### src/rtl/trig_sweep.sv
// trig_sweep: timed sine/cosine angle source for the hook-swing path.
// An angle register steps on a divided tick (ping-pong between bounds or
// continuous rotation), is reloadable, and each new angle is looked up in a
// 2-stage registered quarter-wave ROM giving sign-magnitude cos/sin x100.
// Optional build macro TRIG_SWEEP_RADIUS_MUL_EN adds radius/dx/dy and a
// third pipeline stage that scales the magnitudes by radius.
//
// dir | meaning
// 1   | angle increasing (always 1 in rotation mode)
// 0   | angle decreasing toward ANGLE_MIN
module trig_sweep #(
  parameter int VAL_W     = 9,
  parameter int STEP      = 5,
  parameter int ANGLE_MIN = 0,
  parameter int ANGLE_MAX = 180,
  parameter int TICK_DIV  = 1000000,
  parameter int MODE      = 0,
  parameter int R_W       = 9
) (
  input  logic                   clock,
  input  logic                   resetn,
  input  logic                   enable,
  input  logic                   hold,
  input  logic                   load,
  input  logic [8:0]             load_angle,
`ifdef TRIG_SWEEP_RADIUS_MUL_EN
  input  logic [R_W-1:0]         radius,
  output logic [VAL_W+R_W-1:0]   dx,
  output logic [VAL_W+R_W-1:0]   dy,
`endif
  output logic [8:0]             angle,
  output logic                   dir,
  output logic [VAL_W-1:0]       cos_mag,
  output logic [VAL_W-1:0]       sin_mag,
  output logic                   sign_cos,
  output logic                   sign_sin,
  output logic                   valid
);

  localparam int DIV_W = (TICK_DIV > 2) ? $clog2(TICK_DIV) : 1;
  localparam logic [DIV_W-1:0] DIV_LAST = DIV_W'(TICK_DIV - 1);
  localparam logic [8:0] RST_ANGLE = (MODE == 1) ? 9'd0 : 9'(ANGLE_MIN);
  localparam logic [9:0] STEP_V = 10'(STEP);
  localparam logic [9:0] MIN_V  = 10'(ANGLE_MIN);
  localparam logic [9:0] MAX_V  = 10'(ANGLE_MAX);

  if (VAL_W < 7 || R_W < 1 || TICK_DIV < 2 || STEP < 5 || STEP > 90 ||
      (STEP % 5) != 0 || ANGLE_MAX <= ANGLE_MIN || ANGLE_MAX >= 360) begin : g_param_check
    $error("trig_sweep: illegal parameter set");
  end

  // Quarter-wave table, |cos| x100 indexed by angle/5 within 0..90 degrees.
  function automatic logic [6:0] rom(input logic [4:0] i);
    case (i)
      5'd0:  rom = 7'd100;
      5'd1:  rom = 7'd99;
      5'd2:  rom = 7'd98;
      5'd3:  rom = 7'd96;
      5'd4:  rom = 7'd93;
      5'd5:  rom = 7'd90;
      5'd6:  rom = 7'd86;
      5'd7:  rom = 7'd81;
      5'd8:  rom = 7'd76;
      5'd9:  rom = 7'd70;
      5'd10: rom = 7'd64;
      5'd11: rom = 7'd57;
      5'd12: rom = 7'd50;
      5'd13: rom = 7'd42;
      5'd14: rom = 7'd34;
      5'd15: rom = 7'd25;
      5'd16: rom = 7'd17;
      5'd17: rom = 7'd8;
      default: rom = 7'd0;
    endcase
  endfunction

  logic [DIV_W-1:0] div;
  logic             tick;
  logic             upd;
  logic [9:0]       ld_wrap, ld_rnd;
  logic [8:0]       ld_val;
  logic [9:0]       ang_ext, ang_up;
  logic [8:0]       nxt_angle;
  logic             nxt_dir;
  logic [6:0]       idx;
  logic [4:0]       q;
  logic             s1_v, s1_sc, s1_ss;
  logic [4:0]       s1_q;

  assign tick = enable && !hold && (div == DIV_LAST);

  // Tick divider: counts while running, frozen by hold or enable=0.
  always_ff @(posedge clock or negedge resetn) begin
    if (!resetn)
      div <= '0;
    else if (enable && !hold)
      div <= (div == DIV_LAST) ? '0 : div + 1'b1;
  end

  // Load value: wrap past 360, round down to 5 degrees, clamp in ping-pong mode.
  always_comb begin
    ld_wrap = (load_angle >= 9'd360) ? {1'b0, load_angle} - 10'd360 : {1'b0, load_angle};
    ld_rnd  = ld_wrap - (ld_wrap % 10'd5);
    ld_val  = ld_rnd[8:0];
    if (MODE == 0) begin
      if (ld_rnd < MIN_V)      ld_val = MIN_V[8:0];
      else if (ld_rnd > MAX_V) ld_val = MAX_V[8:0];
    end
  end

  // Next angle/direction for a tick; reversal ticks clamp onto the bound.
  always_comb begin
    ang_ext   = {1'b0, angle};
    ang_up    = ang_ext + STEP_V;
    nxt_dir   = dir;
    nxt_angle = angle;
    if (MODE == 1) begin
      nxt_angle = (ang_up >= 10'd360) ? 9'(ang_up - 10'd360) : ang_up[8:0];
      nxt_dir   = 1'b1;
    end else if (dir) begin
      if (ang_up > MAX_V) begin
        nxt_angle = MAX_V[8:0];
        nxt_dir   = 1'b0;
      end else begin
        nxt_angle = ang_up[8:0];
      end
    end else begin
      if (ang_ext < MIN_V + STEP_V) begin
        nxt_angle = MIN_V[8:0];
        nxt_dir   = 1'b1;
      end else begin
        nxt_angle = 9'(ang_ext - STEP_V);
      end
    end
  end

  // Angle register; load wins over a same-cycle tick. Reset queues a lookup.
  always_ff @(posedge clock or negedge resetn) begin
    if (!resetn) begin
      angle <= RST_ANGLE;
      dir   <= 1'b1;
      upd   <= 1'b1;
    end else begin
      upd <= 1'b0;
      if (load) begin
        angle <= ld_val;
        upd   <= 1'b1;
      end else if (tick) begin
        angle <= nxt_angle;
        dir   <= nxt_dir;
        upd   <= 1'b1;
      end
    end
  end

  // Fold angle/5 (0..71) onto the first-quadrant index 0..18.
  always_comb begin
    idx = 7'(angle / 9'd5);
    if (idx <= 7'd18)      q = idx[4:0];
    else if (idx <= 7'd36) q = 5'(7'd36 - idx);
    else if (idx <= 7'd54) q = 5'(idx - 7'd36);
    else                   q = 5'(7'd72 - idx);
  end

  // S1: register quadrant index and signs (zero magnitudes land on sign 1).
  always_ff @(posedge clock or negedge resetn) begin
    if (!resetn) begin
      s1_v  <= 1'b0;
      s1_q  <= '0;
      s1_sc <= 1'b1;
      s1_ss <= 1'b1;
    end else begin
      s1_v <= upd;
      if (upd) begin
        s1_q  <= q;
        s1_sc <= (angle <= 9'd90) || (angle >= 9'd270);
        s1_ss <= (angle <= 9'd180);
      end
    end
  end

`ifdef TRIG_SWEEP_RADIUS_MUL_EN
  logic           s2_v;
  logic [R_W-1:0] r_s2;
`endif

  // S2: ROM lookup; cos uses q, sin uses the mirrored index.
  always_ff @(posedge clock or negedge resetn) begin
    if (!resetn) begin
      cos_mag  <= VAL_W'(100);
      sin_mag  <= '0;
      sign_cos <= 1'b1;
      sign_sin <= 1'b1;
`ifdef TRIG_SWEEP_RADIUS_MUL_EN
      s2_v     <= 1'b0;
      r_s2     <= '0;
`else
      valid    <= 1'b0;
`endif
    end else begin
`ifdef TRIG_SWEEP_RADIUS_MUL_EN
      s2_v  <= s1_v;
`else
      valid <= s1_v;
`endif
      if (s1_v) begin
        cos_mag  <= VAL_W'(rom(s1_q));
        sin_mag  <= VAL_W'(rom(5'd18 - s1_q));
        sign_cos <= s1_sc;
        sign_sin <= s1_ss;
`ifdef TRIG_SWEEP_RADIUS_MUL_EN
        r_s2     <= radius;
`endif
      end
    end
  end

`ifdef TRIG_SWEEP_RADIUS_MUL_EN
  // S3: full-width unsigned scaling by the radius captured at S2.
  always_ff @(posedge clock or negedge resetn) begin
    if (!resetn) begin
      dx    <= '0;
      dy    <= '0;
      valid <= 1'b0;
    end else begin
      valid <= s2_v;
      if (s2_v) begin
        dx <= (VAL_W+R_W)'(cos_mag) * (VAL_W+R_W)'(r_s2);
        dy <= (VAL_W+R_W)'(sin_mag) * (VAL_W+R_W)'(r_s2);
      end
    end
  end
`endif

endmodule
### config.mk
export PLATFORM = sky130hd
export DESIGN_NAME = trig_sweep
export DESIGN_NICKNAME = d
export VERILOG_FILES = /design/src/rtl/trig_sweep.sv
export SDC_FILE = /design/constraint.sdc
export NUM_CORES = 1
export LEC_CHECK = 0
export ABC_CLOCK_PERIOD_IN_PS = 10000
export CORE_ASPECT_RATIO = 0.75
export CORE_UTILIZATION = 60
export DETAILED_ROUTE_END_ITERATION = 10
export PLACE_DENSITY_LB_ADDON = 0.25
export REMOVE_ABC_BUFFERS = 1
export SLEW_MARGIN = 20
export SYNTH_ARGS = -nofsm -noshare
export SYNTH_HDL_FRONTEND = slang
export SYNTH_SLANG_ARGS = --single-unit
### constraint.sdc
create_clock -name clock -period 10 [get_ports clock]
set_input_delay 2 -clock clock [delete_from_list [all_inputs] [get_ports clock]]
set_output_delay 2 -clock clock [all_outputs]
set_load 0.01 [all_outputs]
==> qor.yml <==
die_area_mm2: 0.01105
cap_viol_max_count: 0
fin_tns_setup_ns: 0
yosysWarningCount: 0
dr.pass1.iters: 8
synth_top_cell_by_area: "dfrtp_1"
viasPerCell: 6.619
yosys-top-cells-area: "dfrtp_1, ha_1, a21oi_1"
cp.arrival_ns: 9.64
core-area_mm2: 0.01029
critical_path.most_common_cell: "inv_1"
syn_area_per_cell_um2: 7.804
io_buffer_count: 40
worstSetupStartpointType: "input pin"
tritoncts: "yes"
maxClockFrequency_ghz: 0.1054
drt_iter0_markers: 756
fin_skew_ns: 0.006098
combPwrFrac_pct: 69.9
dieWidth_um: 121.0
ys_ff_latch: 56
clk_pin_slew_ns: 0.07
synth_top_area_share_pct: 18.45
num_vias: 6394
place_area_mm2: 0.006797
finalHoldViolCount: 0
power_density_mw_per_mm2: 285.6
worstSetupPathType: "in2reg"
clk_path_buf_depth: 2
htree_levels: 2
drive_above_1_share_pct: 10.48
dpl.hpwl_mm: 12.41
gp_congestion: 0.9681
antennaDiodeCount: 0
ios: 45
required_ns: 10.16
detail_route.wirelength_mm: 17.09
drcViolationCount: 0
seqPwrFrac_pct: 21.3
hold_buffers: 0
grt_pass1_vias: 5685
start_util_pct: 61.96
syn2layout_area_growth_pct: 10.13
peakVddDrop_v: 0.0001229
hp-class: "reg2reg"
syn-cell-area_mm2: 0.006376
slew_viol_final: 0
nets: 881
multiInputGateArea_mm2: 0.004623
finalCriticalPeriod_ns: 9.487
cp-end-kind: "flop"
clkPwrFrac_pct: 8.8
die_y_um: 91.28
gr-total-overflow: 0
fill_cells: 857
period_share_pct: 94.87
ys_types: 102
cts-buffers-inserted: 5
grt_pass1_wl_mm: 28.21
cp_max_fo: 9
yosysSeqAreaShare_pct: 22.15
outcome: "completed"
finalSetupViolCount: 0
syn_inst: 817
synth_ff_type: "dfrtp_1"
antenna_found_initial: 0
ff_latch_area_mm2: 0.001413
ant_nets: 0
crit_slowest_cell: "clkdlybuf4s50_1"
internal_power_uw: 976.4
worstMarginPinSlew_ns: 0.9562
timing.hold.ws_ns: 0.4775
insertion_delay_ns: 0.30
slowest_delay_ns: 0.48
dp.cells: 957
async_reset_ff_share_pct: 100.0
postLayoutCoreUtil_pct: 68.24
design_area_mm2: 0.007022
cts-root-buf: "clkbuf_16"
p_leak_uw: 0.002825
clkSinkCount: 56
synth-edff-count: 0
p_sw_share_pct: 51.31
grt_max_degree: 57
slew_headroom_pct: 36.25
grt_usage_pct: 31.21
wl_per_cell_um: 17.69
switching_power_uw: 1029
instances_no_fill: 966
num_rows: 32
final timing paths:
kind | cells after the start | end | slack [ns] | from
max | 36 | angle[6] | 0.51 | load_angle[3]
min | 2 | cos_mag[2] | 0.48 | cos_mag[2]
max reg2reg | 20 | s1_q[4] | 4.21 | angle[5]
min reg2reg | 2 | cos_mag[2] | 0.48 | cos_mag[2]
max in group asynchronous | 2 | s1_q[1] | 7.69 | resetn
min in group asynchronous | 2 | s1_q[2] | 1.82 | resetn
critical path: cells and delay by family:
| kind | cells | cell delay [ns] |
|---|---|---|
| adder cells (fa/ha/maj) | 4 | 1.07 |
| buffers and inverters | 6 | 1.05 |
| multiplexers | 1 | 0.30 |
| AO/OA/AOI/OAI | 15 | 3.08 |
| AND/OR/NAND/NOR | 10 | 2.12 |
layout make-up:
| type | instances | area share (%) |
|---|---|---|
| well taps | 136 | 2.423 |
| repair buffers | 53 | 7.056 |
| inverters | 46 | 2.495 |
| clock inverters | 2 | 0.2316 |
| flip-flops and latches | 56 | 20.12 |
| clock buffers | 6 | 1.835 |
| multi-input cells | 667 | 65.84 |
routing by layer:
| metal | up-vias | GRT usage (%) | share of wire, % |
|---|---|---|---|
| li1 | 3031 | - | - |
| met1 | 3049 | 48.18 | 48 |
| met2 | 294 | 45.62 | 44 |
| met3 | 20 | 5.276 | 7.7 |
| met4 | 0 | 5.041 | 1.1 |
| met5 | - | 0 | 0 |
metrics by stage:
step | power, µW | worst slack [ns]
after floorplan | 1389 | 1.124
after global placement | 1716 | 0.1960
after detailed placement | 1771 | -0.2799
after CTS | 1961 | 0.1369
after global routing | 2167 | -0.02292
final | 2005 | 0.5129
kinds of logic after synthesis:
logic type / count (synthesis) / share of synthesized area [%]
AO/OA/AOI/OAI: 276 / 30.95
other: 1 / 0.05881
XOR/XNOR: 38 / 5.220
adder cells (fa/ha/maj): 40 / 7.889
multiplexers: 19 / 3.297
buffers and inverters: 97 / 6.613
flip-flops: 56 / 22.15
AND/OR/NAND/NOR: 290 / 23.82
placed cells by master (no fill, tap or decap), types with 8 or more instances in the layout:
cell type and instances:
nor2b_1 11, o211ai_1 14, a21o_1 8, buf_4 13, clkdlybuf4s50_1 38, mux2i_1 11, nand2b_1 17, nor2_1 73
and3_1 13, nand4_1 9, o21ai_0 45, dfstp_2 9, xor2_1 15, or3_1 8, a211oi_1 8, a31oi_1 17
xnor2_1 23, ha_1 36, nor3_1 19, nand3_1 27, dfrtp_1 47, inv_1 41, and2_1 11, nand2_1 65
o22ai_1 16, a21oi_1 61
power groups by stage:
stage	Sequential [µW]	Clock (µW)	Combinational (µW)
floorplan	412	0	977
global placement	419	0	1300
detailed placement	426	0	1350
CTS	423	179	1360
global route	441	188	1540
finish	428	176	1400
synth_stat cells (10+ instances only):
| cell type | number |
|---|---|
| o21ai_0 | 48 |
| nor2_1 | 74 |
| ha_1 | 37 |
| nor3_1 | 21 |
| nor2b_1 | 11 |
| a21oi_1 | 62 |
| a31oi_1 | 17 |
| dfrtp_1 | 47 |
| o22ai_1 | 16 |
| inv_1 | 41 |
| xor2_1 | 15 |
| o211ai_1 | 14 |
| buf_2 | 14 |
| mux2i_1 | 12 |
| clkbuf_1 | 26 |
| nand3_1 | 27 |
| xnor2_1 | 23 |
| and2_1 | 11 |
| and3_1 | 13 |
| a211oi_1 | 10 |
| nand2b_1 | 17 |
| nand2_1 | 65 |
registers in the layout, indices dropped and copies added (netlist names), 5 cells and up:
signal and cells:
sin_mag 7, cos_mag 7, s1_q 5, div 20
angle 9
timing repair:
action | 4_1_cts | 5_1_grt
pin swaps | 0 | 3
gates resized for setup | 1 | 18
setup endpoints to repair | 1 | 7
buffers inserted | 0 | 1
(Power assumes the default switching activity.)
